--- src/rtl/channel_strategy_pkg.sv ---
// rtl/channel_strategy_pkg.sv - shared types for the per-channel strategy block
package channel_strategy_pkg;

    localparam int MODE_W = 3;

    // Encodings 6 and 7 are reserved: such a channel outputs 0 and keeps its state cleared.
    typedef enum logic [MODE_W-1:0] {
        MODE_NOP     = 3'd0,
        MODE_XOR     = 3'd1,
        MODE_INV     = 3'd2,
        MODE_DELAY   = 3'd3,
        MODE_STRETCH = 3'd4,
        MODE_EDGE    = 3'd5
    } strategy_mode_t;

    function automatic logic mode_is_reserved(input logic [MODE_W-1:0] mode);
        return mode > MODE_EDGE;
    endfunction

endpackage

--- src/rtl/channel_strategy_channel.sv ---
// rtl/channel_strategy_channel.sv - one channel: config regs, delay line, stretch counter, edge history
module strategy_channel
    import channel_strategy_pkg::*;
#(
    parameter int DLY_W = 4,
    parameter int LEN_W = 8
) (
    input  logic              clock,
    input  logic              reset,
    input  logic              x,
    input  logic [MODE_W-1:0] mode_in,
    input  logic [LEN_W-1:0]  arg_in,
    input  logic              cfg_load,
    output logic              out_q,
    output logic              active_q
);

    localparam int DEPTH = (2 ** DLY_W) - 1;

    logic [MODE_W-1:0] mode_q;
    logic [LEN_W-1:0]  arg_q;
    logic [LEN_W-1:0]  cnt_q;
    logic [DEPTH-1:0]  dly_q;
    logic              prev_q;

    logic [DLY_W-1:0]  dsel;
    logic              tap;
    logic              rise;
    logic [LEN_W-1:0]  stretch_len;
    logic [LEN_W-1:0]  cnt_next;
    logic              out_next;
    logic              mode_change;
    logic              reserved;

    // Next-state and next-output for the currently active config (old config still applies on a load edge).
    always_comb begin
        dsel        = arg_q[DLY_W-1:0];
        tap         = x;
        if (dsel != '0) begin
            // dly_q[k] holds the input sampled k+1 cycles ago, so a delay of d reads entry d-1.
            tap = dly_q[dsel - DLY_W'(1)];
        end
        rise        = x & ~prev_q;
        stretch_len = (arg_q == '0) ? LEN_W'(1) : arg_q;
        cnt_next    = '0;
        if (mode_q == MODE_STRETCH) begin
            if (rise) begin
                cnt_next = stretch_len;
            end else if (cnt_q != '0) begin
                cnt_next = cnt_q - LEN_W'(1);
            end
        end
        out_next = 1'b0;
        case (mode_q)
            MODE_NOP:     out_next = x;
            MODE_XOR:     out_next = x ^ arg_q[0];
            MODE_INV:     out_next = ~x;
            MODE_DELAY:   out_next = tap;
            MODE_STRETCH: out_next = (cnt_next != '0);
            MODE_EDGE:    out_next = rise;
            default:      out_next = 1'b0;
        endcase
        mode_change = cfg_load && (mode_in != mode_q);
        reserved    = mode_is_reserved(mode_q);
    end

    // Channel state: a mode change (or a reserved mode) wipes history; an arg-only change keeps it.
    always_ff @(posedge clock or negedge reset) begin
        if (!reset) begin
            mode_q   <= MODE_NOP;
            arg_q    <= '0;
            cnt_q    <= '0;
            dly_q    <= '0;
            prev_q   <= 1'b0;
            out_q    <= 1'b0;
            active_q <= 1'b0;
        end else begin
            out_q    <= out_next;
            active_q <= (mode_q == MODE_STRETCH) && (cnt_next != '0);
            if (mode_change || reserved) begin
                dly_q  <= '0;
                cnt_q  <= '0;
                prev_q <= 1'b0;
            end else begin
                dly_q  <= {dly_q[DEPTH-2:0], x};
                cnt_q  <= cnt_next;
                prev_q <= x;
            end
            if (cfg_load) begin
                mode_q <= mode_in;
                arg_q  <= arg_in;
            end
        end
    end

endmodule

--- src/rtl/channel_strategy.sv ---
// rtl/channel_strategy.sv - N_CH independent strategy channels with atomically loaded config
module channel_strategy
    import channel_strategy_pkg::*;
#(
    parameter int N_CH  = 8,
    parameter int DLY_W = 4,
    parameter int LEN_W = 8
) (
    input  logic                    clock,
    input  logic                    reset,
    input  logic [N_CH-1:0]         in_sig,
    input  logic [N_CH*MODE_W-1:0]  mode_i,
    input  logic [N_CH*LEN_W-1:0]   arg_i,
    input  logic                    cfg_load,
    output logic                    cfg_ack,
    output logic [N_CH-1:0]         out_sig,
    output logic [N_CH-1:0]         active
);

    for (genvar i = 0; i < N_CH; i++) begin : g_ch
        strategy_channel #(
            .DLY_W (DLY_W),
            .LEN_W (LEN_W)
        ) u_ch (
            .clock    (clock),
            .reset    (reset),
            .x        (in_sig[i]),
            .mode_in  (mode_i[MODE_W*i +: MODE_W]),
            .arg_in   (arg_i[LEN_W*i +: LEN_W]),
            .cfg_load (cfg_load),
            .out_q    (out_sig[i]),
            .active_q (active[i])
        );
    end

    // Acknowledge each sampled load strobe one cycle later.
    always_ff @(posedge clock or negedge reset) begin
        if (!reset) begin
            cfg_ack <= 1'b0;
        end else begin
            cfg_ack <= cfg_load;
        end
    end

endmodule

--- config.mk ---
export PLATFORM = sky130hd
export DESIGN_NAME = channel_strategy
export DESIGN_NICKNAME = d
export VERILOG_FILES = /design/src/rtl/channel_strategy_pkg.sv /design/src/rtl/channel_strategy_channel.sv /design/src/rtl/channel_strategy.sv
export SDC_FILE = /design/constraint.sdc
export NUM_CORES = 1
export LEC_CHECK = 0
export ABC_AREA = 1
export CELL_PAD_IN_SITES_DETAIL_PLACEMENT = 0
export CELL_PAD_IN_SITES_GLOBAL_PLACEMENT = 1
export CORE_MARGIN = 2
export CORE_UTILIZATION = 47
export CTS_CLUSTER_DIAMETER = 30
export CTS_CLUSTER_SIZE = 24
export DETAILED_ROUTE_END_ITERATION = 7
export GPL_TIMING_DRIVEN = 0
export PLACE_DENSITY_LB_ADDON = 0.1
export SLEW_MARGIN = 10
export SYNTH_ARGS = -nofsm -noshare
export SYNTH_HDL_FRONTEND = slang
export SYNTH_SLANG_ARGS = --single-unit
--- constraint.sdc ---
create_clock -name clock -period 3 [get_ports clock]
set_input_delay 0.9 -clock clock [delete_from_list [all_inputs] [get_ports clock]]
set_output_delay 0.9 -clock clock [all_outputs]
set_load 0.01 [all_outputs]
; ---- Yosys cells after proc, flatten, opt, wreduce, memory -nomap -nowiden
; Cells that the tools add are included.
; W data, S select, Z words.
[classes]
n_addsub = 16
order_cmp = 16
eq_ne = 48
n_mux = 88
bitwise_logic = 32
reduce_logical = 64
[ops]
columns = cell, n
row1 = $mux W8, 40
row2 = $reduce_bool A8 Y1, 16
row3 = $mux W15, 8
row4 = $logic_not A8 Y1, 8
row5 = $sub A8 B1 Y8 const B, 8
row6 = $eq A3 B2 Y1 const B, 16
row7 = $eq A3 B3 Y1 const B, 16
row8 = $pmux W1 S6, 8
row9 = $lt A4 B5 Y1 const B, 8
row10 = $bmux W1 S4, 8
row11 = $reduce_bool A4 Y1, 8
row12 = $sub A4 B1 Y4 const B, 8
row13 = $eq A3 B1 Y1 const B, 8
row14 = $gt A3 B3 Y1 const B, 8
row15 = $logic_not A3 Y1, 8
row16 = $mux W1, 24
row17 = $ne A3 B3 Y1, 8
row18 = $logic_and A1 B1 Y1, 16
row19 = $not A1 Y1, 16
row20 = $and A1 B1 Y1, 8
row21 = $logic_or A1 B1 Y1, 8
row22 = $xor A1 B1 Y1, 8
[totals]
ff_bits = 297
out_inout_bits = 17

; ---- Depth between registers and ports, before layout
[logic_depth]
ltp_word = 6
ltp_mapped = 13
depth_no_buf = 12

; ---- By module
; A second synthesis with hierarchy kept.
[hier_totals]
cells_unflattened = 2009
area_unflattened_um2 = 15950.3
[by_module_without_submodules]
columns = mod, n_inst, cells_each, area_each_um2, seq_area_each_um2
row1 = strategy_channel, 8, 251, 1990.7, 900.9
row2 = channel_strategy, 1, 1, 25.0, 25.0

; ---- Worst setup path after synthesis
; OpenSTA, ideal clock, no wires.
[synth_timing]
path_kind = in2reg
startpoint = input in_sig[3]
endpoint = register g_ch[3].u_ch.out_q
t_arrival_ps = 1719
required_ps = 2873
setup_slack_ps = 1154
stages = 9
path_buffers = 1
path_cell_list = inv_1 -> nor2_1 -> buf_4 -> inv_1 -> nand2_1 -> nand2_1 -> nand3_1 -> nor2_1 -> nand3_1
[synth_via]
elab_chain_len = 5
elab_cells_between_ends = 8
cone_classes = mux (4) / bitwise (3) / reduce/logical (1)
[synth_lines]
columns = item, line_no
row1 = from (decl), channel_strategy.sv:11  ; input logic [N_CH-1:0] in_sig,
row2 = $and A1 B1 Y1, channel_strategy_channel.sv:43  ; rise = x & ~prev_q;
row3 = $mux W8, channel_strategy_channel.sv:47  ; if (rise) begin
row4 = $mux W8, channel_strategy_channel.sv:46  ; if (mode_q == MODE_STRETCH) begin
row5 = $reduce_bool A8 Y1, channel_strategy_channel.sv:59  ; MODE_STRETCH: out_next = (cnt_next != '0);
row6 = $pmux W1 S6 *, channel_strategy_channel.sv:54  ; case (mode_q)
row7 = via g_ch[3].u_ch.out_next, channel_strategy_channel.sv:31  ; logic out_next;
row8 = to (signal assigned), channel_strategy_channel.sv:78  ; out_q <= out_next;
row9 = to (decl), channel_strategy_channel.sv:14  ; output logic out_q,
; Mark *: on every way through the listed nets, which the timed path passes. The rest lies on a longest branch.
; A chain may end at the register's enable or synchronous reset.

==> results.ini <==
[route]
wl_per_cell_um = 13.8
wl_met1_mm = 18.3
wirelength_mm = 38.8
drcViolationCount = 0
topRoutingLayerUsed = met4
drt_iter0_drc = 726
drt-pass1-iter-count = 5
wl_met2_mm = 17.8
route.met3.wl_mm = 1.89
viasPerCell = 4.90
detail-route-antenna-nets = 0
via_count = 13769

[place]
placed_area_um2 = 17300
port_buffers = 115
gp_congestion = 0.841
dp_slack_ns = -0.101
dpl.hpwl_mm = 27.8

[cells_and_area]
final_area_um2 = 19900
fill_cells = 2974
multi_input_area_um2 = 6640
final_net_count = 2432
syn2layout_area_growth_pct = 28.2
final_layout_size_suffix_gt1_frac = 0.107
seqCellArea_um2 = 7230

[yosys]
netlist_instances = 2116
yosysWarningCount = 0
syn_area_um2 = 15500
syn_avg_cell_area_um2 = 7.35
synth_nets = 2239
ys_seq_area_frac = 0.465
ys_types = 29
ys_seq_elements = 289

[run]
maxCapViolations = 0

[global_routing]
first_global_vias = 13670
track_usage = 0.235
grt_overflow = 0
grt_max_degree = 95
antenna_found_initial = 1
grt_pass1_wl_mm = 65.1

[sta]
rsz0062_at_grt = false
skew_ns = 0.0163
worst_slack_ns = 0.501
fin_setup_tns_ns = 0
hold_violations = 0
max_freq_mhz = 400
slew_headroom = 0.431
min_period_over_period = 0.833
setup_viol = 0
tightest_slew_ns = 0.853
slew_violations = 0
period_needed_ns = 2.50

[critical_path]
cp_slowest_cell = clkdlybuf4s50_1
crit_type = primary input to flop
rr_worst_depth = 12
path_max_fanout = 10
critPathLaunchType = primary input
required_ns = 3.47
slowest_delay_ns = 0.63
crit_path_end_kind = flop
crit_arrival_ns = 2.97
path_cells = clkdlybuf4s50_1, buf_4, buf_4, buf_2, buf_2, nand2_1, o21ai_0

[pwr]
switching_share = 0.264
power.switching_mw = 3.87
power_density_nw_per_um2 = 734
p_int_mw = 10.8
clkPwrFrac = 0.555
ir_drop_mv = 0.725
p_comb_frac = 0.153
power_leakage_nw = 10.2
p_seq_frac = 0.292

[clock_network]
root_buffer = clkbuf_16
cts-resized-gates = 0
cts_tree = done
clk_pin_slew_ns = 0.04
cts_hold_buffers = 0
post_cts_buffers = 0
clockBufferDepth = 3
cts_max_level = 3
clock_latency_ns = 0.57
cts_sinks = 289
cts_buffers = 73

[status]
status = finished clean

[floorplan]
num_io_pins = 116
die_h_um = 186
core_um2 = 32500
die_area_um2 = 34600
row_count = 66
start_util = 0.478
die_w_um = 186

[worst_hold_path]
hold_class = primary input to async pin

-- final timing paths --
check	from	to	slack (ns)
max	cfg_load	g_ch[3].u_ch.mode_q[2]$_DFFE_PN0P_	0.50
min	reset	g_ch[2].u_ch.dly_q[8]$_DFF_PN0_	0.23
max reg2reg	g_ch[0].u_ch.arg_q[0]$_DFFE_PN0P_	g_ch[0].u_ch.out_q$_DFF_PN0_	0.89
min reg2reg	g_ch[0].u_ch.dly_q[7]$_DFF_PN0_	g_ch[0].u_ch.dly_q[8]$_DFF_PN0_	0.48
max in group asynchronous	reset	g_ch[6].u_ch.cnt_q[4]$_DFF_PN0_	1.62
min in group clock	g_ch[0].u_ch.dly_q[7]$_DFF_PN0_	g_ch[0].u_ch.dly_q[8]$_DFF_PN0_	0.48
-- critical path, delay by kind of cell --
family | cells | cell delay [ns]
compound gates | 1 | 0.08
simple gates | 1 | 0.10
buf+inv | 5 | 1.87
-- logic make-up (layout without fill, tap and decap cells) --
| logic type | after synthesis | after routing | share of synthesized area |
|---|---|---|---|
| other | 0 | 1 | 0 |
| AOI/OAI and AO/OA | 233 | 233 | 0.0792 |
| buffers and inverters | 406 | 656 | 0.108 |
| and+or+nand+nor | 1134 | 1134 | 0.311 |
| DFF | 289 | 289 | 0.465 |
| adders and majority gates | 24 | 24 | 0.0193 |
| xor gates and xnor gates | 30 | 30 | 0.0169 |
-- layout make-up --
type,count,area share
flip-flops and latches,289,0.363
plain buffers,72,0.0215
clock buffers,95,0.102
repair buffers,118,0.0622
clock inverters,37,0.0274
diodes,1,0.000126
inverters,334,0.0629
multi-input cells,1421,0.333
well taps,442,0.0277
-- state kept, by name (all words and copies together) (netlist names) --
name,flops
g_ch.u_ch.dly_q,120
g_ch.u_ch.active_q,8
g_ch.u_ch.arg_q,64
g_ch.u_ch.mode_q,24
cfg_ack,1
g_ch.u_ch.out_q,8
g_ch.u_ch.cnt_q,64
-- power groups by stage --
stage          Clock, mW  Combinational (mW)  Sequential, mW
2_1_floorplan          0                1.46            4.30
3_3_place_gp           0                2.20            4.33
3_5_place_dp           0                2.23            4.33
4_1_cts             8.24                2.25            4.27
5_1_grt             8.47                2.53            4.30
6_report            8.13                2.23            4.27
-- cell usage after synthesis (all sizes together) --
library cell / n / area (um^2)
nor3: 22 / 110
nor2: 319 / 1350
xor2: 25 / 219
buf: 63 / 394
a21o: 1 / 7.51
clkbuf: 9 / 33.8
o21bai: 2 / 15.0
nand3: 208 / 1070
nand2: 559 / 2130
nand3b: 7 / 52.6
o31ai: 12 / 95.1
dfrtp: 289 / 7230
a21oi: 69 / 345
nand4: 19 / 134
inv: 334 / 1250
ha: 24 / 300
o21ai: 149 / 768
xnor2: 5 / 43.8
-- through the flow --
step                      hold WS [ns]  total power [mW]  cells  utilization
after floorplan                  0.460              5.76   2116            -
after global placement           0.467              6.52   2673        0.530
after detailed placement         0.472              6.56   2676        0.533
after CTS                        0.215              14.8   2808        0.612
after global routing             0.239              15.3   2808        0.612
final                            0.226              14.6   2809        0.613
-- placed cells by master, fill, tap and decap left out, drive strengths merged --
master	instances
o31ai	12
clkinv	15
xor2	25
clkdlybuf4s50	114
ha	24
buf	67
a21o	1
inv	341
clkbuf	104
xnor2	5
nand4	19
o21bai	2
o21ai	149
clkinvlp	4
a21oi	69
nand2	559
nor3	22
dfrtp	289
nand3	208
nor2	319
diode	1
bufinv	11
nand3b	7
-- per-layer routing --
| metal | track usage | vias to the layer above |
|---|---|---|
| met5 | 0 | - |
| met4 | 0.0844 | 0 |
| met3 | 0.0407 | 65 |
| met2 | 0.376 | 289 |
| met1 | 0.321 | 6429 |
| li1 | - | 6986 |
Power figures use the tool's default switching activity.
